## src/rtl/hdmi_info_frame_pkg.sv

```systemverilog
// Shared constants and types for the HDMI InfoFrame receivers.
// SPD_TYPE/SPD_VERSION/SPD_LENGTH describe the Source Product Description
// InfoFrame; index constants are byte positions within HB0..HB2, PB0..PB27.
package hdmi_info_frame_pkg;

  localparam logic [7:0]  SPD_TYPE            = 8'h83;
  localparam logic [7:0]  SPD_VERSION         = 8'h01;
  localparam logic [4:0]  SPD_LENGTH          = 5'd25;

  localparam int unsigned INFO_FRAME_HB_BYTES = 3;
  localparam int unsigned INFO_FRAME_PB_BYTES = 28;

  // Byte index of PB27, the final byte of every InfoFrame packet.
  localparam logic [4:0]  INFO_FRAME_LAST_IDX =
    5'(INFO_FRAME_HB_BYTES + INFO_FRAME_PB_BYTES - 1);
  // Byte index of PB[SPD_LENGTH], the last byte covered by the checksum.
  localparam logic [4:0]  SPD_CSUM_LAST_IDX   = 5'(INFO_FRAME_HB_BYTES) + SPD_LENGTH;
  // Payload bytes committed to outputs: PB1..PB25.
  localparam int unsigned SPD_STAGE_BYTES     = 25;

  typedef enum logic [1:0] {IDLE, HDR, BODY, SKIP} info_frame_rx_state_t;

endpackage

```

## src/rtl/source_product_description_info_frame_receiver_if.sv

```systemverilog
// Byte-serial InfoFrame packet stream (from the data-island packet decoder).
//  in_valid : in_byte is valid this cycle
//  in_sop   : in_byte is HB0 (start of packet); only meaningful with in_valid
//  in_byte  : packet byte, HB0..HB2 then PB0..PB27
interface source_product_description_info_frame_receiver_if;
  logic       in_valid;
  logic       in_sop;
  logic [7:0] in_byte;

  modport master (output in_valid, output in_sop, output in_byte);
  modport slave  (input  in_valid, input  in_sop, input  in_byte);
endinterface

```

## src/rtl/info_frame_checksum_accumulator.sv

```systemverilog
// 8-bit wrap-around running sum for InfoFrame checksums.
//  clk_i, rst_ni : clock, asynchronous active-low reset
//  clear_i       : restart the sum (a simultaneous add_en_i loads byte_i)
//  add_en_i      : add byte_i to the sum
//  byte_i        : byte to accumulate
//  is_zero_o     : registered sum equals 0 (combinational compare)
module info_frame_checksum_accumulator (
  input  logic       clk_i,
  input  logic       rst_ni,
  input  logic       clear_i,
  input  logic       add_en_i,
  input  logic [7:0] byte_i,
  output logic       is_zero_o
);

  logic [7:0] sum_q, sum_d;

  always_comb begin
    sum_d = clear_i ? '0 : sum_q;
    if (add_en_i) sum_d = sum_d + byte_i;
  end

  always_ff @(posedge clk_i or negedge rst_ni) begin
    if (!rst_ni) sum_q <= '0;
    else         sum_q <= sum_d;
  end

  assign is_zero_o = (sum_q == '0);

endmodule

```

## src/rtl/source_product_description_info_frame_receiver.sv

```systemverilog
// Sink-side parser for the HDMI SPD InfoFrame. Stages PB1..PB25 while a
// frame arrives and commits them to the outputs only when the frame passes.
// Optional build macro: SPD_RX_STRICT_HEADER_EN (also checks HB1 and HB2).
//  clk_pixel                 : pixel clock
//  reset_n                   : asynchronous active-low reset
//  rx                        : packet byte stream (slave modport)
//  frame_valid               : a good frame has been committed since reset
//  frame_update              : 1-cycle pulse per commit
//  checksum_error            : 1-cycle pulse per failed SPD frame
//  vendor_name               : PB1..PB8, PB1 in the low byte
//  product_description       : PB9..PB24, PB9 in the low byte
//  source_device_information : PB25
module source_product_description_info_frame_receiver
  import hdmi_info_frame_pkg::*;
(
  input  logic                                          clk_pixel,
  input  logic                                          reset_n,
  source_product_description_info_frame_receiver_if.slave rx,
  output logic                                          frame_valid,
  output logic                                          frame_update,
  output logic                                          checksum_error,
  output logic [63:0]                                   vendor_name,
  output logic [127:0]                                  product_description,
  output logic [7:0]                                    source_device_information
);

  info_frame_rx_state_t             state_q, state_d;
  logic [4:0]                       idx_q, idx_d;
  logic [8*SPD_STAGE_BYTES-1:0]     stage_q, stage_d;
  logic                             valid_q, valid_d;
  logic                             update_q, update_d;
  logic                             error_q, error_d;
  logic [63:0]                      vendor_q, vendor_d;
  logic [127:0]                     product_q, product_d;
  logic [7:0]                       sdi_q, sdi_d;
  logic                             sop, acc_clear, acc_add, csum_ok, frame_pass;
`ifdef SPD_RX_STRICT_HEADER_EN
  logic                             hdr_ok_q, hdr_ok_d;
`endif

  assign sop = rx.in_valid & rx.in_sop;

  info_frame_checksum_accumulator u_csum (
    .clk_i     (clk_pixel),
    .rst_ni    (reset_n),
    .clear_i   (acc_clear),
    .add_en_i  (acc_add),
    .byte_i    (rx.in_byte),
    .is_zero_o (csum_ok)
  );

  // The sum through PB[SPD_LENGTH] is already registered by the PB27 cycle.
`ifdef SPD_RX_STRICT_HEADER_EN
  assign frame_pass = csum_ok & hdr_ok_q;
`else
  assign frame_pass = csum_ok;
`endif

  always_comb begin
    state_d   = state_q;
    idx_d     = idx_q;
    stage_d   = stage_q;
    valid_d   = valid_q;
    update_d  = 1'b0;
    error_d   = 1'b0;
    vendor_d  = vendor_q;
    product_d = product_q;
    sdi_d     = sdi_q;
    acc_clear = 1'b0;
    acc_add   = 1'b0;
`ifdef SPD_RX_STRICT_HEADER_EN
    hdr_ok_d  = hdr_ok_q;
`endif
    if (sop) begin
      // A sop in any state restarts parsing with this byte as HB0.
      acc_clear = 1'b1;
      acc_add   = 1'b1;
      idx_d     = 5'd1;
      state_d   = (rx.in_byte == SPD_TYPE) ? HDR : SKIP;
    end else if (rx.in_valid) begin
      case (state_q)
        HDR: begin
          acc_add = 1'b1;
          idx_d   = idx_q + 5'd1;
`ifdef SPD_RX_STRICT_HEADER_EN
          if (idx_q == 5'd1) hdr_ok_d = (rx.in_byte == SPD_VERSION);
          else               hdr_ok_d = hdr_ok_q && (rx.in_byte[4:0] == SPD_LENGTH)
                                                 && (rx.in_byte[7:5] == 3'b000);
`endif
          if (idx_q == 5'd2) state_d = BODY;
        end
        BODY: begin
          acc_add = (idx_q <= SPD_CSUM_LAST_IDX);
          for (int unsigned n = 1; n <= SPD_STAGE_BYTES; n++) begin
            if (idx_q == 5'(n + INFO_FRAME_HB_BYTES)) stage_d[8*(n-1) +: 8] = rx.in_byte;
          end
          if (idx_q == INFO_FRAME_LAST_IDX) begin
            state_d = IDLE;
            idx_d   = '0;
            if (frame_pass) begin
              update_d  = 1'b1;
              valid_d   = 1'b1;
              vendor_d  = stage_q[63:0];
              product_d = stage_q[191:64];
              sdi_d     = stage_q[199:192];
            end else begin
              error_d   = 1'b1;
            end
          end else begin
            idx_d = idx_q + 5'd1;
          end
        end
        default: ;
      endcase
    end
  end

  always_ff @(posedge clk_pixel or negedge reset_n) begin
    if (!reset_n) begin
      state_q   <= IDLE;
      idx_q     <= '0;
      stage_q   <= '0;
      valid_q   <= 1'b0;
      update_q  <= 1'b0;
      error_q   <= 1'b0;
      vendor_q  <= '0;
      product_q <= '0;
      sdi_q     <= '0;
`ifdef SPD_RX_STRICT_HEADER_EN
      hdr_ok_q  <= 1'b0;
`endif
    end else begin
      state_q   <= state_d;
      idx_q     <= idx_d;
      stage_q   <= stage_d;
      valid_q   <= valid_d;
      update_q  <= update_d;
      error_q   <= error_d;
      vendor_q  <= vendor_d;
      product_q <= product_d;
      sdi_q     <= sdi_d;
`ifdef SPD_RX_STRICT_HEADER_EN
      hdr_ok_q  <= hdr_ok_d;
`endif
    end
  end

  assign frame_valid               = valid_q;
  assign frame_update              = update_q;
  assign checksum_error            = error_q;
  assign vendor_name               = vendor_q;
  assign product_description       = product_q;
  assign source_device_information = sdi_q;

endmodule
```

## src/flat_wrapper.sv

```systemverilog
// flat-port wrapper written by rule: the top's interface ports become plain ports
module source_product_description_info_frame_receiver_flat import hdmi_info_frame_pkg::*;
  (clk_pixel, reset_n, frame_valid, frame_update, checksum_error, vendor_name, product_description, source_device_information, rx_in_valid, rx_in_sop, rx_in_byte);
  source_product_description_info_frame_receiver_if rx_i ();
  input  logic clk_pixel;
  input  logic reset_n;
  output logic frame_valid;
  output logic frame_update;
  output logic checksum_error;
  output logic [63:0] vendor_name;
  output logic [127:0] product_description;
  output logic [7:0] source_device_information;
  input wire logic [$bits(rx_i.in_valid)-1:0] rx_in_valid;
  input wire logic [$bits(rx_i.in_sop)-1:0] rx_in_sop;
  input wire logic [$bits(rx_i.in_byte)-1:0] rx_in_byte;
  assign rx_i.in_valid = rx_in_valid;
  assign rx_i.in_sop = rx_in_sop;
  assign rx_i.in_byte = rx_in_byte;
  source_product_description_info_frame_receiver u_core (.clk_pixel(clk_pixel), .reset_n(reset_n), .rx(rx_i), .frame_valid(frame_valid), .frame_update(frame_update), .checksum_error(checksum_error), .vendor_name(vendor_name), .product_description(product_description), .source_device_information(source_device_information));
endmodule
```

## config.mk

```make
export PLATFORM = sky130hd
export DESIGN_NAME = source_product_description_info_frame_receiver_flat
export DESIGN_NICKNAME = d
export VERILOG_FILES = /design/src/rtl/hdmi_info_frame_pkg.sv /design/src/rtl/source_product_description_info_frame_receiver_if.sv /design/src/rtl/info_frame_checksum_accumulator.sv /design/src/rtl/source_product_description_info_frame_receiver.sv /design/src/flat_wrapper.sv
export SDC_FILE = /design/constraint.sdc
export NUM_CORES = 1
export LEC_CHECK = 0
export ABC_CLOCK_PERIOD_IN_PS = 6400
export CORE_UTILIZATION = 59
export CTS_CLUSTER_SIZE = 40
export DETAILED_ROUTE_END_ITERATION = 10
export PLACE_DENSITY_LB_ADDON = 0.15
export SLEW_MARGIN = 0
export SYNTH_ARGS = -nofsm -noshare
export SYNTH_HDL_FRONTEND = slang
export SYNTH_HIERARCHICAL = 1
export SYNTH_SLANG_ARGS = --single-unit
```

## constraint.sdc

```tcl
create_clock -name clk_pixel -period 6.4 [get_ports clk_pixel]
set_input_delay 1.28 -clock clk_pixel [delete_from_list [all_inputs] [get_ports clk_pixel]]
set_output_delay 1.28 -clock clk_pixel [all_outputs]
set_load 0.01 [all_outputs]
```

==> metrics.txt <==
outcome complete, no violations; ANT nets after route 0; Die Wd 168 um; post-synth top area cell dfrtp_1; Syn-to-layout area delta 23.1%; placement row count 60; Leakage 10.0 nW; first-pass GRT wire length 54500 um; Core Box Area 27000 sq um; EDFF count, synth 0; crit share post-route 58.4%; H-tree levels 2; Post-Syn Nets 1054; Setup crit end kind flip-flop; dpl hpwl 21100 um; Avg Inst Size Synth 15.8 sq um; die height 168 um; fmax 0.268 GHz; Fin. Hold Viols 0; DP Area 18700 sq um; clk sink count 418; Hold Buf Count CTS 0; final instance area 20000 sq um; Ys Warns 6; die area 28200 sq um; Placer Congestion 0.830; largest net degree at the start of global routing 179; power per cell area 295 nW/um^2; HP Class reg -> reg; wire per inst 21.2 um; IO Port Bufs 214; Worst slew margin 25.9%; CTS resizes 0; count of pins over their slew limit 0; critical path type in -> reg; root buf cell clkbuf_16; final setup skew 0.00995 ns; Clock Path Buffers 3; number of global-route vias before repair 9769; Synth Flop Type dfrtp_1; DRC 0; vias per inst 5.68; RSZ-0062 raised after global routing false; Setup violations, final 0; Cell Count, Final, Fillers Out 1614; DRT Pass-1 Iters 4; setup TNS 0 ns; Clock Latency Late Sink 0.52 ns; via count 9173; Synth async-reset ratio 100%; Crit Path Max Fanout 9; post-route minimum period 3.74 ns; crit path launch type input port; Netlist cell types 49; Synth area leaders dfrtp_1 (64%), mux2_2 (27%), ha_1 (1.1%); sequential fraction of the synthesis area 64.3%; Post-Syn Area 16300 sq um; Worst IR Drop VDD 0.250 mV; initial antenna violation count 0; Critical Path RT 6.81 ns; Top Ports 215; Total GRT Usage 25.0%; WP data arrival 4.14 ns; CTS tree built; top cell type's share of synthesized area 64.3%; Placed Instances 1544; total of max-cap violations 0; Synth Register Bits 418; WL final 34200 um; Initial Util 60.2%; Overflow after GRT 0; initial drt markers 467; Inserted Clock Buffers 43; Post-CTS Setup Inserts 0; Slew @ Worst Pin 1.11 ns; cell count after synthesis 1027; Total Nets Final 1275; clock slew at reported path FFs 0.06 ns; layout cells sized above 1 37.2%; diodes inserted 0; Tot Pwr 5.90 mW
## per-layer routing
layer | track usage, % | vias up | routed length, um | part of all wire, %
met1 | 34.3 | 4838 | 14800 | 43
met5 | 0 | - | 0 | 0
li1 | - | 4092 | - | -
met2 | 42.0 | 198 | 17300 | 51
met3 | 4.14 | 45 | 1580 | 4.6
met4 | 6.60 | 0 | 533 | 1.6
## cells by family (layout without fill, tap and decap cells)
logic type      after synthesis  count (layout)  share of synthesized area (%)
flops                       418             418                           64.3
mux                         407             407                           28.1
simple gates                 84              84                           2.78
buf+inv                      61             307                           1.77
compound gates               39              39                           1.64
fa+ha+maj                    15              15                           1.20
xor+xnor                      3               3                          0.162
## sequential cells by signal, indices dropped and copies added (netlist names), 2 cells and up
register and count:
u_core/state_q 2, u_core/source_device_information 8, u_core/product_description 128, u_core/stage_q 200, u_core/idx_q 5, u_core/vendor_name 64
u_core/u_csum/sum_q 8
## worst max-delay path: stages
cell and delay, ns:
clkdlybuf4s50_1 0.65, nand2_1 0.19, inv_1 0.27, nor2b_1 0.11
ha_1 0.24, inv_1 0.09, fa_1 0.27, nor2b_4 0.06
o31a_1 0.25, o21a_1 0.18, or3_1 0.32, a31o_1 0.23
## layout by cell type, fill, tap and decap left out, drive strengths merged, types with 3 or more instances in the layout
| master | instances |
|---|---|
| nor2 | 16 |
| clkbuf | 68 |
| nor3 | 3 |
| o31ai | 3 |
| a21oi | 7 |
| a21o | 5 |
| a211oi | 4 |
| inv | 13 |
| o21a | 3 |
| o21bai | 3 |
| nand3 | 5 |
| nand2b | 7 |
| ha | 14 |
| nor2b | 7 |
| mux2 | 404 |
| clkdlybuf4s50 | 210 |
| buf | 14 |
| nand2 | 31 |
| dfrtp | 418 |
| mux2i | 3 |
| o21ai | 8 |
## power breakdown
group          switching, mW  internal, mW
clock network          0.943          1.41
registers              0.124          2.85
logic                  0.306         0.264
total                   1.37          4.52
## through the flow
step           hold slack (ns)  setup WS, ns  utilization (%)
2_1_floorplan            0.459          3.00                -
3_3_place_gp             0.450          2.26             69.2
3_5_place_dp             0.461          2.17             69.2
4_1_cts                  0.494          2.71             74.1
5_1_grt                  0.512          2.48             74.1
6_report                 0.488          2.66             74.1
## cells in the mapped netlist (5+ instances only)
cell type	instances
o21ai_0	8
a21oi_1	7
ha_1	14
nor2b_1	6
clkbuf_1	21
buf_4	10
inv_1	12
nand2b_1	7
dfrtp_1	418
mux2_2	395
nand2_1	30
nor2_1	13
nand3_1	5
a21o_1	5
mux2_1	9
buf_2	16
## layout make-up
class / instances / area (sq um)
tap: 341 / 427
clock buffer: 68 / 1290
inverter: 13 / 51.3
clock inverter: 2 / 35.0
multi-input combinational: 548 / 5530
timing repair buffer: 224 / 2230
sequential: 418 / 10500
fill: 1736 / 7000
## worst paths after layout
check,slack [ns],startpoint,depth (start not counted),endpoint
setup / recovery,2.66,rx_in_valid,12,u_core/u_csum/sum_q[6]$_DFF_PN0_
hold / removal,0.49,u_core/frame_valid$_DFFE_PN0P_,1,u_core/frame_valid$_DFFE_PN0P_
setup reg to reg,3.07,u_core/idx_q[0]$_DFFE_PN0P_,8,u_core/vendor_name[11]$_DFFE_PN0P_
hold reg to reg,0.49,u_core/frame_valid$_DFFE_PN0P_,1,u_core/frame_valid$_DFFE_PN0P_
max in group asynchronous,4.31,reset_n,2,u_core/stage_q[85]$_DFFE_PN0P_
min in group asynchronous,0.73,reset_n,1,u_core/product_description[113]$_DFFE_PN0P_
(Power assumes the default switching activity.)
